<file path="src/rtl/tenkey_pkg.sv">
// Shared key codes, keypad layout and code-to-one-hot helper for the tenkey scanner.
package tenkey_pkg;

  typedef enum logic [3:0] {
    KEY_0    = 4'd0,
    KEY_1    = 4'd1,
    KEY_2    = 4'd2,
    KEY_3    = 4'd3,
    KEY_4    = 4'd4,
    KEY_5    = 4'd5,
    KEY_6    = 4'd6,
    KEY_7    = 4'd7,
    KEY_8    = 4'd8,
    KEY_9    = 4'd9,
    KEY_STAR = 4'd10,
    KEY_HASH = 4'd11,
    KEY_NONE = 4'd15
  } key_code_t;

  localparam int NUM_KEYS = 12;

  // Entry index is row*3 + col, columns numbered left to right.
  localparam key_code_t KEY_LAYOUT [NUM_KEYS] = '{
    KEY_1, KEY_2, KEY_3,
    KEY_4, KEY_5, KEY_6,
    KEY_7, KEY_8, KEY_9,
    KEY_STAR, KEY_0, KEY_HASH
  };

  function automatic logic [9:0] keyToOneHot(input key_code_t k);
    logic [9:0] oh;
    oh = '0;
    for (int i = 0; i < 10; i++) begin
      oh[i] = (4'(k) == 4'(i));
    end
    return oh;
  endfunction

endpackage

</file>
<file path="src/rtl/tenkey_debounce.sv">
// Accepts a scan code only after DEBOUNCE consecutive identical completed scans.
module tenkey_debounce
  import tenkey_pkg::*;
#(
  parameter int DEBOUNCE = 4
) (
  input  logic      clk,
  input  logic      reset,
  input  logic      i_scanDone,
  input  key_code_t i_code,
  output key_code_t o_accepted
);

  localparam int CW = $clog2(DEBOUNCE + 1);

  key_code_t r_candidate;
  key_code_t r_accepted;
  logic [CW-1:0] r_count;
  key_code_t w_candNext;
  logic [CW-1:0] w_countNext;

  always_comb begin
    w_candNext  = r_candidate;
    w_countNext = r_count;
    if (i_scanDone) begin
      if (i_code == r_candidate) begin
        w_countNext = (r_count == CW'(DEBOUNCE)) ? r_count : r_count + 1'b1;
      end else begin
        w_candNext  = i_code;
        w_countNext = CW'(1);
      end
    end
  end

  // Acceptance uses the post-update count so DEBOUNCE=1 accepts on the first scan.
  always_ff @(posedge clk or posedge reset) begin
    if (reset) begin
      r_candidate <= KEY_NONE;
      r_count     <= '0;
      r_accepted  <= KEY_NONE;
    end else begin
      r_candidate <= w_candNext;
      r_count     <= w_countNext;
      if (i_scanDone && (w_countNext == CW'(DEBOUNCE))) begin
        r_accepted <= w_candNext;
      end
    end
  end

  assign o_accepted = r_accepted;

endmodule

</file>
<file path="src/rtl/tenkey_scan.sv">
// 4x3 keypad scanner producing debounced one-hot tenkey[9:0] and close ('#').
// Define TENKEY_SCAN_SYNC_EN to pass row through a 2-flop synchronizer.
module tenkey_scan
  import tenkey_pkg::*;
#(
  parameter int SCAN_DIV = 1000,
  parameter int DEBOUNCE = 4
) (
  input  logic       clk,
  input  logic       reset,
  input  logic [3:0] row,
  output logic [2:0] col,
  output logic [9:0] tenkey,
  output logic       close
);

  localparam int TW = (SCAN_DIV > 1) ? $clog2(SCAN_DIV) : 1;

  logic [TW-1:0] r_timer;
  logic [1:0]    r_colIdx;
  logic [11:0]   r_snap;
  logic [9:0]    r_tenkey;
  logic          r_close;
  logic [11:0]   w_snapNext;
  logic [3:0]    w_row;
  logic          w_sample;
  logic          w_scanDone;
  key_code_t     w_hit;
  key_code_t     w_scanCode;
  key_code_t     w_accepted;

`ifdef TENKEY_SCAN_SYNC_EN
  logic [3:0] r_rowMeta;
  logic [3:0] r_rowSync;

  always_ff @(posedge clk or posedge reset) begin
    if (reset) begin
      r_rowMeta <= 4'b1111;
      r_rowSync <= 4'b1111;
    end else begin
      r_rowMeta <= row;
      r_rowSync <= r_rowMeta;
    end
  end

  assign w_row = r_rowSync;
`else
  assign w_row = row;
`endif

  assign w_sample   = (r_timer == TW'(SCAN_DIV - 1));
  assign w_scanDone = w_sample && (r_colIdx == 2'd2);
  assign col        = ~(3'b001 << r_colIdx);

  // Decode from the snapshot as it will be after this sample, so the code is
  // ready in the same cycle the last column is captured.
  always_comb begin
    w_snapNext = r_snap;
    if (w_sample) begin
      for (int r = 0; r < 4; r++) begin
        w_snapNext[4'(r * 3) + {2'b00, r_colIdx}] = ~w_row[r];
      end
    end
    w_hit = KEY_NONE;
    for (int i = 0; i < NUM_KEYS; i++) begin
      if (w_snapNext[i]) w_hit = KEY_LAYOUT[i];
    end
    w_scanCode = ($countones(w_snapNext) == 1) ? w_hit : KEY_NONE;
  end

  always_ff @(posedge clk or posedge reset) begin
    if (reset) begin
      r_timer  <= '0;
      r_colIdx <= 2'd0;
      r_snap   <= '0;
    end else begin
      r_snap <= w_snapNext;
      if (w_sample) begin
        r_timer  <= '0;
        r_colIdx <= (r_colIdx == 2'd2) ? 2'd0 : r_colIdx + 2'd1;
      end else begin
        r_timer <= r_timer + 1'b1;
      end
    end
  end

  tenkey_debounce #(
    .DEBOUNCE(DEBOUNCE)
  ) u_debounce (
    .clk       (clk),
    .reset     (reset),
    .i_scanDone(w_scanDone),
    .i_code    (w_scanCode),
    .o_accepted(w_accepted)
  );

  always_ff @(posedge clk or posedge reset) begin
    if (reset) begin
      r_tenkey <= '0;
      r_close  <= 1'b0;
    end else begin
      r_tenkey <= keyToOneHot(w_accepted);
      r_close  <= (w_accepted == KEY_HASH);
    end
  end

  assign tenkey = r_tenkey;
  assign close  = r_close;

endmodule

</file>
<file path="config.mk">
export PLATFORM = sky130hd
export DESIGN_NAME = tenkey_scan
export DESIGN_NICKNAME = d
export VERILOG_FILES = /design/src/rtl/tenkey_pkg.sv /design/src/rtl/tenkey_debounce.sv /design/src/rtl/tenkey_scan.sv
export SDC_FILE = /design/constraint.sdc
export NUM_CORES = 1
export LEC_CHECK = 0
export BUFFER_PORTS_ARGS = -buffer_cell sky130_fd_sc_hd__buf_4
export CAP_MARGIN = 20
export CORE_MARGIN = 1.5
export CORE_UTILIZATION = 60
export DETAILED_ROUTE_END_ITERATION = 10
export MAX_ROUTING_LAYER = met4
export PLACE_DENSITY = 0.79
export SLEW_MARGIN = 20
export SYNTH_ARGS = -nofsm -noshare
export SYNTH_HDL_FRONTEND = slang
export SYNTH_SLANG_ARGS = --single-unit
</file>
<file path="constraint.sdc">
create_clock -name clk -period 19.5 [get_ports clk]
set_clock_uncertainty 0.1 [all_clocks]
set_input_delay 1.95 -clock clk [delete_from_list [all_inputs] [get_ports clk]]
set_output_delay 1.95 -clock clk [all_outputs]
set_load 0.01 [all_outputs]
</file>
==> results of run 1 <==
-- power by group --
part,total (mW),switching (mW),internal (mW)
combinational,0.00949,0.00577,0.00371
clock,0.0614,0.0355,0.0259
sequential,0.0963,0.000358,0.0960
-- cell type report --
class / count / area [sq um]
Sequential cell: 46 / 1160
Timing Repair Buffer: 21 / 170
Clock inverter: 3 / 25.0
Fill cell: 367 / 1470
Inverter: 29 / 109
Clock buffer: 5 / 68.8
Multi-Input combinational cell: 220 / 1700
Tap cell: 67 / 83.8
-- path summary, 6_finish.rpt --
| kind | end | depth (start not counted) |
|---|---|---|
| setup / recovery | u_debounce.r_count[2] | 22 |
| hold / removal | r_timer[0] | 1 |
| min in group asynchronous | r_snap[8] | 2 |
| setup reg to reg | u_debounce.r_count[2] | 23 |
| max in group asynchronous | u_debounce.r_candidate[0] | 3 |
| hold reg to reg | r_timer[0] | 1 |
-- Yosys cell counts, drive strengths merged, types with 3 or more instances --
library cell   n
nand3b         3
o211ai         4
xor2           5
and2           4
nor2          20
dfrtp         38
nand2         22
mux2           9
a31oi          9
nor2b          5
o21ai         13
nor3          11
nor4           4
nand4          4
dfstp          8
ha            16
o31ai          9
a21oi          9
nand2b        12
inv           29
fa             7
clkbuf         4
mux2i          8
a211oi         4
o31a           4
xnor2          4
buf            4
nand3          6
-- layout by cell type (no fill, tap or decap), types with 7 or more instances in the layout --
master	synthesis	final
fa_1	7	7
nor2_1	20	20
nor3_1	9	9
inv_1	26	25
a31oi_1	9	9
o21ai_0	11	11
nand2_1	20	20
nand2b_1	12	12
a21oi_1	9	9
dfstp_2	8	8
mux2i_1	8	8
ha_1	16	16
dfrtp_1	38	38
buf_4	0	20
o31ai_1	9	9
-- cells by family (layout without fill, tap and decap cells) --
group           Yosys count  in the layout
xor+xnor                  9              9
simple gates            106            106
mux                      17             17
compound gates           65             65
flops                    46             46
fa+ha+maj                23             23
buf+inv                  37             58
-- metrics by stage --
stage / util / instances / setup WS (ns) / total power, mW / instance area (sq um)
after global routing: 0.693 / 391 / 11.47 / 0.174 / 3320
after global placement: 0.669 / 382 / 11.64 / 0.107 / 3200
after CTS: 0.689 / 390 / 11.79 / 0.169 / 3300
after floorplan: - / 303 / 11.96 / 0.104 / 3010
final: 0.693 / 391 / 11.75 / 0.167 / 3320
after detailed placement: 0.669 / 382 / 11.48 / 0.107 / 3200
-- flip-flops by register name, indices dropped and copies added (netlist names) --
register                count
close                       1
r_colIdx                    2
r_snap                     12
r_timer                    10
tenkey                     10
u_debounce.o_accepted       4
u_debounce.r_candidate      4
u_debounce.r_count          3
-- metal layers --
metal	vias to the layer above	routed length [um]	GRT usage
met4	0	104	0.0967
li1	1123	-	-
met3	16	341	0.0604
met5	-	0	-
met2	68	3060	0.410
met1	1114	2820	0.357
==> results.yml, run 1 <==
logic_synthesis:
  synthArstFlopShare: 1.00
  ys_warn_count: 0
  netlist_area_sq_um: 3010
  synth_top_area_share: 0.316
  yosys.area.top_type: "dfrtp_1"
  ys_top_cells_by_area: "dfrtp_1 32%, dfstp_2 7.0%, ha_1 6.7%"
  synth-simple-area-share: 0.209
  yosysSeqAreaShare: 0.386
  synth-seq-cells: 46
  synthCells: 303
  synth_ff_type: "dfrtp_1"
  synth_top_family_by_area: "simple AND/OR/NAND/NOR gates"
  ys_types: 63
  synth-xor-area-share: 0.0262
  syn_nets: 332
  synth_edf_count: 0
  syn_avg_cell_area_sq_um: 9.93
  synth_mux_area_frac: 0.0665
  synth-adder-area-share: 0.113
  synth_compound_area_frac: 0.149
critical_path:
  end_kind: "register"
  path_buf_inv: 4
  crit_type: "in -> reg"
  crit_path_start_kind: "input port"
  slowest_stage: "or4b_2"
  path_cells: "buf_4 -> or4b_2 -> o311ai_1 -> mux2_4 -> inv_2 -> fa_1 -> fa_1 -> fa_1 -> inv_1 -> fa_1 -> ha_1 -> inv_1 -> fa_1 -> a211oi_1 -> mux2i_1 -> or3_1 -> a2111o_1 -> o2111ai_1 -> nor3_2 -> nor4_2 -> o21ai_1 -> a31oi_1"
  worstPathArrival_ns: 7.89
  cp_top_family: "adder cells"
  cp-startpoint: "row[1]"
  cp_max_fo: 8
  r2r_start: "r_colIdx[1]"
  reg2reg_setup_slack_ns: 12.55
  critPathMaxStageDelay_ns: 0.66
  worst_ep_required_time_ns: 19.63
  cpMostUsedCell: "fa_1"
clock_tree:
  path_clk_slew_ns: 0.09
  htreeDepth: 2
  postCtsSetupRepairBufs: 0
  clock_path_buffers: 2
  cts_hold_buf: 0
  numCtsBuffers: 5
  clk_latency_ns: 0.31
  cts.sink_count: 46
  cts_root_buffer: "clkbuf_8"
  cts_tree: "yes"
  cts_resized: 0
sta:
  slew_headroom: 0.602
  fin_crit_sh: 0.398
  min_period_ns: 7.75
  setup_violations: 0
  rsz0062_at_grt: "no"
  worstMarginPinSlew_ns: 0.580
  hold_viol: 0
  max_freq_ghz: 0.129
  tns_ns: 0
  fin_hold_ws_ns: 0.393
  slew_violations: 0
final_layout:
  n_antenna_cell: 0
  finalNetCount: 352
  drive_gt1_frac: 0.201
  syn2layout_area_growth_pct: 10.2
global_route:
  grt_usage: 0.270
  grt_pass1_wl_um: 10700
  grt_max_degree: 47
  grt_pass1_vias: 2236
  grt_overflow: 0
  antenna_found_initial: 0
place:
  port_buffers: 19
  place_congestion: 0.954
  place_hpwl_um: 4740
flow_run:
  maxCapViolCount: 0
floorplan:
  die_h_um: 73.8
  initial_core_util: 0.629
  die_area_sq_um: 5450
  fp.dieW_um: 73.8
  rows: 25
  core-area_sq_um: 4790
  num_io_pins: 20
power_and_ir_drop:
  peakVddDrop_mv: 0.0533
  powerDensity_nw_per_um2: 50.4
  cellLeakagePower_nw: 1.48
drt:
  drt_first_pass_iters: 4
  vias_per_cell: 5.94
  wire_per_inst_um: 16.2
  ant_nets: 0
  via_count: 2321
  drtIter0Drc: 176
  post-route-drc-count: 0
  wl_um: 6320
outcome:
  status: "completed"
hold_path:
  min_from: "r_timer[0]"
  hp-class: "reg -> reg"
Note: power is estimated with default switching activity, not from simulation.
==> run 2: changes to the inputs <==
- clock period: 19.5 -> 7.2 ns (I/O delays scaled with it)
==> run 2 against run 1 <==
Against the previous run:
- clock power rose to 3.2 times the previous value
- combinational power rose to 2.7 times the previous value
- flip-flop and latch count stayed put
- sequential share of layout area down 0.21 points
- non-clock buffer count is 1 higher
- highest routed layer unchanged
- setup slack got worse by 11 ns
- critical endpoint is now u_debounce.o_accepted[0]
- via count down 1.5%
- sequential power grew to 2.7 times the previous value
==> results.yml, run 2 (synthesized netlist as in run 1, its figures left out) <==
outcome:
  status: "completed"
floorplan:
  core-area_sq_um: 4790
  die_h_um: 73.8
  initial_core_util: 0.629
  fp.dieW_um: 73.8
  die_area_sq_um: 5450
  num_io_pins: 20
  rows: 25
global_route:
  grt_max_degree: 47
  grt_usage: 0.256
  grt_pass1_wl_um: 10200
  antenna_found_initial: 0
  grt_pass1_vias: 2180
  grt_overflow: 0
drt:
  ant_nets: 0
  post-route-drc-count: 0
  drtIter0Drc: 155
  via_count: 2286
  route.met2.wl_um: 2980
  wl_um: 6260
  wire_per_inst_um: 16.0
  top_layer: "met4"
  drt_first_pass_iters: 4
  wl_met3_um: 275
  wl_met1_um: 2940
  vias_per_cell: 5.83
sta:
  min_period_ns: 6.84
  slew_violations: 0
  hold_viol: 0
  worstMarginPinSlew_ns: 0.926
  max_freq_ghz: 0.146
  slew_headroom: 0.382
  rsz0062_at_grt: "no"
  fin_crit_sh: 0.949
  setup_violations: 0
  tns_ns: 0
clock_tree:
  clock_path_buffers: 2
  cts_root_buffer: "clkbuf_8"
  path_clk_slew_ns: 0.09
  numCtsBuffers: 5
  cts_resized: 0
  cts.sink_count: 46
  cts_hold_buf: 0
  cts_tree: "yes"
  clk_latency_ns: 0.30
  postCtsSetupRepairBufs: 0
  htreeDepth: 2
critical_path:
  worst_ep_required_time_ns: 7.33
  r2r_start: "r_timer[0]"
  crit_type: "reg -> reg"
  reg2reg_setup_slack_ns: 0.36
  cp_max_fo: 11
  slowest_stage: "mux2i_1"
  worstPathArrival_ns: 6.96
  r2r_end: "u_debounce.o_accepted[0]"
  cpMostUsedCell: "fa_1"
  path_cells: "ha_1 -> nand4bb_1 -> nor3_4 -> mux2i_1 -> fa_1 -> fa_1 -> fa_1 -> inv_1 -> fa_1 -> ha_1 -> inv_1 -> fa_1 -> a211oi_1 -> mux2i_1 -> or3_1 -> a2111o_1 -> o2111ai_1 -> nor3_2 -> nor4_4 -> nand2_2 -> mux2_4"
  critPathMaxStageDelay_ns: 0.55
  cp_top_family: "adder cells"
  path_buf_inv: 2
  end_kind: "register"
  crit_path_start_kind: "register"
  reg2regPathDepth: 21
hold_path:
  hold_end: "r_timer[0]"
  min_from: "r_timer[0]"
  min_path_cells: 1
  hp-class: "reg -> reg"
power_and_ir_drop:
  intPower_uw: 374
  swShare: 0.223
  cellLeakagePower_nw: 1.50
  power_frac_comb: 0.053
  powerDensity_nw_per_um2: 144
  clkPwrFrac: 0.404
  power_uw: 481
  power_switching_uw: 107
  pwr-share-seq: 0.542
  peakVddDrop_mv: 0.143
final_layout:
  finalNetCount: 353
  n_antenna_cell: 0
  fill_cells: 370
  final_cell_mix: "37 x dfrtp_1, 25 x inv_1, 22 x buf_4"
  drive_gt1_frac: 0.206
  seqCellArea_sq_um: 1160
  syn2layout_area_growth_pct: 11.0
  layout_commonest_cell: "dfrtp_1"
  largest_reg_flops: 12
  multi_input_area_sq_um: 1710
  top_register: "r_snap"
place:
  place_hpwl_um: 4650
  place_congestion: 0.915
  port_buffers: 19
flow_run:
  maxCapViolCount: 0
==> run 2: changes by cell type in the layout (fill, tap and decap cells not counted), sizes merged <==
cell	before	now
buf	21	22
bufinv	0	1
clkinvlp	1	0
==> run 2: layout make-up <==
type / count / share of cell area
clock buffer: 5 / 0.0206
clock inverter: 3 / 0.0131
inverter: 29 / 0.0326
multi-input combinational: 220 / 0.511
sequential: 46 / 0.348
tap: 67 / 0.0251
timing repair buffer: 22 / 0.0495
==> run 2: routing by layer <==
metal,GRT usage,vias to the layer above
met1,0.346,1121
met4,0.0720,0
met2,0.397,46
li1,-,1112
met5,-,-
met3,0.0439,7
==> run 2: worst reg2reg max path, delay by kind of cell, from the launching register on <==
kind / cells / cell delay (ns)
AOI/OAI and AO/OA: 3 / 0.68
adders and majority gates: 7 / 2.76
muxes: 3 / 1.00
buffers and inverters: 2 / 0.11
DFF: 1 / 0.40
and+or+nand+nor: 6 / 1.72
==> run 2: worst max path at each step <==
stage          cells past startpoint         from                  endpoint  slack [ns]
4_1_cts                           23  r_colIdx[1]     u_debounce.r_count[2]        0.26
6_report                          21   r_timer[0]  u_debounce.o_accepted[0]        0.36
2_1_floorplan                     23  r_colIdx[1]  u_debounce.o_accepted[0]        0.81
3_3_place_gp                      23  r_colIdx[1]     u_debounce.r_count[2]        0.43
5_1_grt                           21   r_timer[0]  u_debounce.o_accepted[1]        0.01
3_5_place_dp                      23  r_colIdx[1]     u_debounce.r_count[2]        0.26
==> run 2: through the flow <==
step / setup slack, ns / cell area (sq um) / hold WS (ns) / utilization / instances
2_1_floorplan: 0.814 / 3010 / 0.355 / - / 303
3_3_place_gp: 0.426 / 3220 / 0.367 / 0.672 / 384
3_5_place_dp: 0.263 / 3220 / 0.385 / 0.672 / 384
4_1_cts: 0.263 / 3330 / 0.399 / 0.696 / 392
5_1_grt: 0.00977 / 3340 / 0.432 / 0.698 / 392
6_report: 0.365 / 3340 / 0.393 / 0.698 / 392
==> run 2: power by group through the flow <==
stage               sequential [mW]  combinational (mW)  clock [mW]
CTS                           0.261              0.0251       0.198
floorplan                     0.265              0.0167           0
finish                        0.261              0.0256       0.194
global placement              0.266              0.0240           0
global route                  0.261              0.0291       0.208
detailed placement            0.266              0.0250           0
